$ cat src/rtl/moore_seq_det.sv
`default_nettype none
// ============================================================================
// Module   : moore_seq_det
// Purpose  : Parametrised Moore sequence detector. Tracks how many leading
//            bits of a compile-time PATTERN (MSB-first) are currently matched
//            on a 1-bit serial input and flags a full match. The next-state
//            table is a KMP automaton built at elaboration by a constant
//            function, so no search logic exists at run time.
// Ports    : clk        - rising-edge clock
//            reset      - asynchronous, active-high reset
//            en         - sample enable; data consumed only when en=1
//            data       - serial data bit
//            out        - match flag, high while state == PAT_LEN
//            state      - matched-prefix length, 0..PAT_LEN
//            match_cnt  - saturating match counter (CNT_W bits)
// Macro    : MOORE_SEQ_DET_CNT_EN - when defined the match counter is built;
//            otherwise match_cnt is tied to zero (port list unchanged).
// Revision : 1.0 - initial release
// ============================================================================
module moore_seq_det #(
    parameter int          PAT_LEN = 4,
    parameter logic [15:0] PATTERN = 16'b1011,
    parameter bit          OVERLAP = 1'b1,
    parameter int          CNT_W   = 8
) (
    input  logic             clk,
    input  logic             reset,
    input  logic             en,
    input  logic             data,
    output logic             out,
    output logic [4:0]       state,
    output logic [CNT_W-1:0] match_cnt
);

    localparam logic [4:0] c_pat_len = PAT_LEN[4:0];

    if ((PAT_LEN < 1) || (PAT_LEN > 16)) begin : g_bad_len
        $error("moore_seq_det: PAT_LEN must lie in 1..16");
    end

    // Pattern bit in reception order: index 0 is the first bit received.
    function automatic logic f_pat(input int i);
        logic [15:0] pv;
        pv = PATTERN >> (PAT_LEN - 1 - i);
        return pv[0];
    endfunction

    // Next matched-prefix length from prefix length s_in on input bit b.
    // w = first s pattern bits followed by b; the result is the longest
    // pattern prefix that is also a suffix of w. Without overlap, a full
    // match restarts as if from the empty state.
    function automatic logic [4:0] f_next(input int s_in, input logic b);
        int   s;
        int   len;
        int   best;
        int   idx;
        logic ok;
        logic wbit;
        s    = s_in;
        best = 0;
        if ((s == PAT_LEN) && !OVERLAP) begin
            s = 0;
        end
        if (s <= PAT_LEN) begin
            len = s + 1;
            for (int k = 1; k <= 17; k++) begin
                if ((k <= PAT_LEN) && (k <= len)) begin
                    ok = 1'b1;
                    for (int j = 0; j < 17; j++) begin
                        if (j < k) begin
                            idx  = len - k + j;
                            wbit = (idx < s) ? f_pat(idx) : b;
                            if (f_pat(j) != wbit) begin
                                ok = 1'b0;
                            end
                        end
                    end
                    if (ok) begin
                        best = k;
                    end
                end
            end
        end
        return best[4:0];
    endfunction

    // Table spans the full 5-bit state space; unreachable rows hold 0.
    logic [4:0] w_tbl [0:31][0:1];

    for (genvar gs = 0; gs < 32; gs++) begin : g_tbl_s
        for (genvar gb = 0; gb < 2; gb++) begin : g_tbl_b
            localparam logic [4:0] c_nxt = f_next(gs, (gb == 1));
            assign w_tbl[gs][gb] = c_nxt;
        end
    end

    logic [4:0] r_state;
    logic [4:0] w_nxt;

    // State register: the state is the matched-prefix length itself.
    always_ff @(posedge clk or posedge reset) begin
        if (reset) begin
            r_state <= 5'd0;
        end else begin
            r_state <= w_nxt;
        end
    end

    // Next-state and output logic. data is only looked at when en=1, so
    // an unknown data bit during a gap cannot reach the state register.
    always_comb begin
        w_nxt = r_state;
        if (en) begin
            w_nxt = w_tbl[r_state][data];
        end
    end

    assign state = r_state;
    assign out   = (r_state == c_pat_len);

`ifdef MOORE_SEQ_DET_CNT_EN
    localparam logic [CNT_W-1:0] c_cnt_one = CNT_W'(1);
    localparam logic [CNT_W-1:0] c_cnt_max = '1;

    logic [CNT_W-1:0] r_cnt;

    // Counts edges that enter the match state; holds at all-ones.
    always_ff @(posedge clk or posedge reset) begin
        if (reset) begin
            r_cnt <= '0;
        end else if (en && (w_nxt == c_pat_len) && (r_cnt != c_cnt_max)) begin
            r_cnt <= r_cnt + c_cnt_one;
        end
    end

    assign match_cnt = r_cnt;
`else
    assign match_cnt = '0;
`endif

endmodule
`default_nettype wire

$ cat config.mk
export PLATFORM = sky130hd
export DESIGN_NAME = moore_seq_det
export DESIGN_NICKNAME = d
export VERILOG_FILES = /design/src/rtl/moore_seq_det.sv
export SDC_FILE = /design/constraint.sdc
export NUM_CORES = 1
export LEC_CHECK = 0
export ABC_AREA = 1
export BUFFER_PORTS_ARGS = -buffer_cell sky130_fd_sc_hd__clkbuf_2
export CAP_MARGIN = 20
export CORE_AREA = 10 10 47 49
export DETAILED_ROUTE_END_ITERATION = 12
export DIE_AREA = 0 0 57 59
export SYNTH_ARGS = -nofsm -noshare
export SYNTH_HDL_FRONTEND = slang
export SYNTH_SLANG_ARGS = --single-unit
$ cat constraint.sdc
create_clock -name clk -period 2.42 [get_ports clk]
set_input_delay 0.363 -clock clk [delete_from_list [all_inputs] [get_ports clk]]
set_output_delay 0.363 -clock clk [all_outputs]
set_load 0.01 [all_outputs]
==> results of run 1 <==
## metal layers
metal / vias to the layer above / routed length (um)
met4: 0 / 17
met5: - / 0
met3: 2 / 67
met2: 13 / 243
li1: 107 / -
met1: 92 / 243
## power by group
group          switching (mW)  leakage [nW]  internal (mW)  total (mW)
registers             0.00779        0.0392         0.0559      0.0637
logic                  0.0228         0.121         0.0120      0.0348
clock network          0.0303        0.0150         0.0621      0.0924
## layout by cell type, fill, tap and decap left out
master / instances
dlygate4sd3_1: 1
inv_1: 5
dfrtp_1: 3
clkbuf_4: 3
nand3_1: 3
clkbuf_2: 7
nand2_1: 6
conb_1: 10
o21ai_0: 2
nor3_1: 1
nor2_1: 2
clkbuf_1: 1
o22ai_1: 1
## cell families after synthesis
kind of cell    count (synthesis)
other cells                     1
buf+inv                        15
compound gates                  3
simple gates                   12
flops                           3
## critical path, cell delays in order, from the launching register on
cell      delay, ns
dfrtp_1        0.39
inv_1          0.10
nor3_1         0.13
clkbuf_2       0.16
## timing repair
action                    4_1_cts  5_1_grt
buffers inserted                0        0
hold endpoints to repair        3        0
hold buffers                    1        0
## final timing paths
| check | startpoint | to | slack [ns] | cells after the start |
|---|---|---|---|---|
| worst max-delay path | state[2] | out | 1.04 | 3 |
| worst min-delay path | en | state[2] | 0.39 | 2 |
| worst max register to register | state[0] | state[0] | 1.51 | 3 |
| worst min register to register | state[1] | state[1] | 0.58 | 2 |
| max in group asynchronous | reset | state[0] | 1.77 | 3 |
| min in group asynchronous | reset | state[1] | 0.51 | 3 |
## synth_stat cells
cell     count  share of area
buf_4       10           0.31
nand3_1      3          0.063
nand2_1      6          0.094
o21ai_0      2          0.042
nor2_1       2          0.031
inv_1        5          0.079
nor3_1       1          0.021
o22ai_1      1          0.026
conb_1       1          0.016
dfrtp_1      3           0.31
## area by class of cell
| class | count | share of cell area |
|---|---|---|
| clock buffers | 4 | 0.0909 |
| repair buffers | 8 | 0.156 |
| inverters | 5 | 0.0649 |
| multi-input cells | 25 | 0.359 |
| well taps | 16 | 0.0693 |
| flip-flops and latches | 3 | 0.260 |
## stage by stage
step           hold slack, ns  power, mW   util  std cells  worst slack, ns
2_1_floorplan           0.117     0.0960      -         43             1.30
3_3_place_gp            0.211     0.0965  0.180         56             1.30
3_5_place_dp            0.213     0.0970  0.180         56             1.28
4_1_cts                 0.382      0.191  0.206         61             1.03
5_1_grt                 0.400      0.205  0.206         61            0.973
6_report                0.385      0.191  0.206         61             1.04
==> metrics.cfg, run 1 <==
[outcome]
status = finished, final reports clean

[global_route]
grt_overflow_total = 0
antenna_found_initial = 0
grt.total_usage = 0.0368
grt_pass1_wl_um = 924
grt_start_max_net_pins = 8
grt-busiest-layer = met4
met2_usage = 0.0450
grtUsageMet1 = 0.0323
grt_pass1_vias = 224
grtUsageMet3 = 0.0300

[floorplan]
num_rows = 14
ios = 18
initial_utilization = 0.171
core_mm2 = 0.00140
dieArea_mm2 = 0.00336
die_width_um = 57
die_y_um = 59

[synthesis]
netlist_instances = 34
synth_simple_gate_area_frac = 0.209
ys_warn_count = 0
synthMuxAreaShare = 0
ys_ff_latch = 3
synth_top_family_by_area = buffers and inverters
seq_area_frac_synth = 0.314
syn_area_um2 = 239
synth-adder-area-share = 0
ys_types = 10
synth-xor-area-share = 0
synth_compound_area_frac = 0.0681
synth_area_per_cell_um2 = 7.03

[finish]
fin_area_um2 = 289
multi_input_area_um2 = 104
syn2layout_area_growth_pct = 20.9
nNetsFinal = 50
antennaDiodeCount = 0
largest_reg_flops = 3
seq_area_um2 = 75.1
drive_above_1_share = 0.222
fill_cells = 171

[clock_network]
cts-root-buf = clkbuf_4
clkSlewWorstSetupHoldPaths_ns = 0.03
cts.sink_count = 3
clk_path_buf_depth = 2
tritoncts = done
insertion_delay_ns = 0.24
cts_resized = 0
htreeDepth = 1
cts_buffers = 3

[routing]
drcViolationCount = 0
postRouteAntennaNets = 0
wl_per_cell_um = 9.38
drt_pass1_iterations = 2
routed_wl_um = 572
vias = 214
drtIter0Drc = 1
viasPerCell = 3.51

[worst_setup_path]
crit_type = flip-flop to primary output
crit_required_ns = 2.06
cp.arrival_ns = 1.02
cp-end-kind = primary output
cp-start-kind = flip-flop
path_max_fanout = 5

[timing]
final.min_clock_period_ns = 1.38
hold_violations = 0
post-route-period-util = 0.570
finalClockSkew_ns = 0.00778
fin_setup_tns_ns = 0
setup_violations = 0
report.final.slew_viol_count = 0
rsz0062_at_grt = false
fmax_mhz = 725

[min_path]
min_path_type = input pin to flip-flop

[place]
io_buffers = 7
placedInstanceArea_um2 = 253
hpwl_um = 464
gp_congestion = 0.823

[run]
maxCapViolations = 0

[power_and_ir_drop]
power.density_mw_per_mm2 = 660
p_leak_nw = 0.175
max-vdd-ir-drop_v = 0.000158

Power figures use the tool's default switching activity.
==> run 2: changes to the inputs <==
Settings changed: ABC_AREA 1 to 0.
Clock period 2.42 ns to 1.2 ns, I/O delays scaled along.
==> metrics.cfg, run 2 <==
[outcome]
status = finished, final reports clean

[run]
maxCapViolations = 0  ; unchanged

[synthesis]
syn_area_um2 = 248  ; +3.7%
yosysMostFrequentCell = buf_4
netlist_instances = 29  ; -15%
synth-edff-count = 0  ; unchanged
seq_area_frac_synth = 0.303  ; -0.0111
ys_ff_latch = 3  ; unchanged
synth_area_per_cell_um2 = 8.54  ; +22%
synth_area_leader_cell = buf_4
ys_types = 14  ; +4
synth_ff_type = dfrtp_1
netlist_top_cells_count = 10 x buf_4, 3 x dfrtp_1, 3 x inv_1
async_flop_share = 1.00  ; unchanged
synth_area_leaders = buf_4 30%, dfrtp_1 30%, nand3b_1 6.1%
synthDominantCellAreaShare = 0.303  ; -0.0111
ys_warn_count = 0  ; unchanged

[power_and_ir_drop]
max-vdd-ir-drop_v = 0.000234  ; +48%
p_leak_nw = 0.176  ; +0.47%
power.density_mw_per_mm2 = 1330  ; +100%

[finish]
syn2layout_area_growth_pct = 35.9
drive_above_1_share = 0.372  ; +0.150
layout_commonest_cell = conb_1
largest_reg_flops = 3  ; unchanged
seq_area_um2 = 76.3  ; +1.7%
fin_area_um2 = 337  ; +16%
multi_input_area_um2 = 125  ; +20%
nNetsFinal = 48  ; -4.0%
most-common-layout-cells = 10 x conb_1, 6 x clkbuf_2, 3 x inv_1, 3 x clkbuf_4, 3 x buf_4
antennaDiodeCount = 0  ; unchanged
instances_no_fill = 59  ; -3.3%
fill_cells = 169  ; -1.2%

[global_route]
grt_pass1_vias = 225  ; +0.45%
antenna_found_initial = 0  ; unchanged
grt_start_max_net_pins = 7  ; -1
grt_pass1_wl_um = 986  ; +6.7%
grt_overflow_total = 0  ; unchanged
grt.total_usage = 0.0403  ; +0.00343

[timing]
final.min_clock_period_ns = 1.19
setup_violations = 0  ; unchanged
report.final.slew_viol_count = 0  ; unchanged
finalClockSkew_ns = 0.00236  ; -0.00543 ns
hold_violations = 0  ; unchanged
fmax_mhz = 842
post-route-period-util = 0.989
rsz0062_at_grt = true
holdWs_ns = 0.209  ; -0.176 ns

[worst_setup_path]
path_max_fanout = 2  ; -3
path_delay_family = flip-flops
reg2reg_slack_ns = 0.10  ; -1.41 ns
startpoint = state[0]
cpPeakStageDelay_ns = 0.42  ; +0.03 ns
cp.arrival_ns = 1.01  ; about the same
path_cells = nor2_4, and2_4, buf_8
crit_type = flip-flop to primary output
crit_buf_inv = 1  ; -1
cp_slowest_cell = dfrtp_2
rr_worst_depth = 4  ; +1
crit_required_ns = 1.02  ; -1.04 ns
cp-end-kind = primary output
reg2reg_to = state[1]
cp-start-kind = flip-flop
reg2reg_from = state[0]

[routing]
drt_pass1_iterations = 4  ; +2
viasPerCell = 3.56  ; +1.5%
drcViolationCount = 0  ; unchanged
routed_wl_um = 622  ; +8.7%
vias = 210  ; -1.9%
drtIter0Drc = 5  ; +4
postRouteAntennaNets = 0  ; unchanged
wl_per_cell_um = 10.5  ; +12%

[clock_network]
clkSlewWorstSetupHoldPaths_ns = 0.03  ; about the same
clk_path_buf_depth = 2  ; unchanged
cts.sink_count = 3  ; unchanged
htreeDepth = 1  ; unchanged
insertion_delay_ns = 0.23  ; about the same
cts_buffers = 3  ; unchanged
tritoncts = done
cts-root-buf = clkbuf_4

[floorplan]
ios = 18  ; unchanged
die_width_um = 57  ; unchanged
num_rows = 14  ; unchanged
dieArea_mm2 = 0.00336  ; unchanged
die_y_um = 59  ; unchanged
initial_utilization = 0.177  ; +0.00625
core_mm2 = 0.00140  ; unchanged

[place]
placedCellCount = 52  ; -7.1%
gp_congestion = 0.801  ; -2.7%
io_buffers = 7  ; unchanged
hpwl_um = 473  ; +2.1%
placedInstanceArea_um2 = 269  ; +6.4%

[min_path]
min_path_cells = 2  ; unchanged
min_path_type = input pin to flip-flop
min_from = en
worstHoldEndpoint = state[2]

## run 2: cell families after synthesis
logic type,count (synthesis),share of synthesized area
buffers and inverters,13,0.348
AND/OR/NAND/NOR,6,0.162
multiplexers,1,0.0404
flip-flops,3,0.303
AO/OA/AOI/OAI,5,0.131
other,1,0.0151
## run 2: area by class of cell
class	instances	area share
multi-input cells	22	0.372
repair buffers	11	0.230
well taps	16	0.0595
clock buffers	4	0.0781
inverters	3	0.0335
flip-flops and latches	3	0.227
## run 2: timing repair
| action | in CTS | in global routing |
|---|---|---|
| setup endpoints to repair | 1 | 1 |
| setup buffers | 2 | 0 |
| pin swaps | 0 | 1 |
| hold buffers | 1 | 0 |
| gates cloned | 0 | 0 |
| gates resized for setup | 2 | 2 |
| hold endpoints to repair | 3 | 0 |
## run 2: power by group
part	switching (mW)	internal, mW
Sequential	0.0152	0.118
Clock	0.0483	0.124
Combinational	0.0760	0.0651
Total	0.140	0.307
## run 2: worst register-to-register path: cells and delay by family, from the launching register on
kind	cells	cell delay [ns]
AO/OA/AOI/OAI	2	0.33
buffers and inverters	1	0.16
flip-flops	1	0.42
AND/OR/NAND/NOR	1	0.07
## run 2: worst max-delay path by stage
stage | end | slack, ns | depth (start not counted)
after floorplan | state[1] | 0.1 | 3
after global placement | state[1] | 0.12 | 3
after detailed placement | state[1] | 0.12 | 3
after CTS | out | 0.002 | 3
after global routing | out | -0.03 | 3
final | out | 0.01 | 3
## run 2: metrics by stage
step	util	setup TNS [ns]	total power [mW]	setup WS, ns
2_1_floorplan	-	0	0.224	0.0990
3_3_place_gp	0.192	0	0.239	0.117
3_5_place_dp	0.192	0	0.239	0.119
4_1_cts	0.236	0	0.443	0.00185
5_1_grt	0.240	-0.0269	0.476	-0.0269
6_report	0.240	0	0.447	0.0128
## run 2: metal layers
layer	part of all wire	track usage	up-vias	wire, um
li1	-	-	104	-
met1	0.46	0.0418	89	284
met2	0.43	0.0496	15	265
met3	0.069	0.0107	2	43
met4	0.045	0.0705	0	28
met5	0	0	-	0
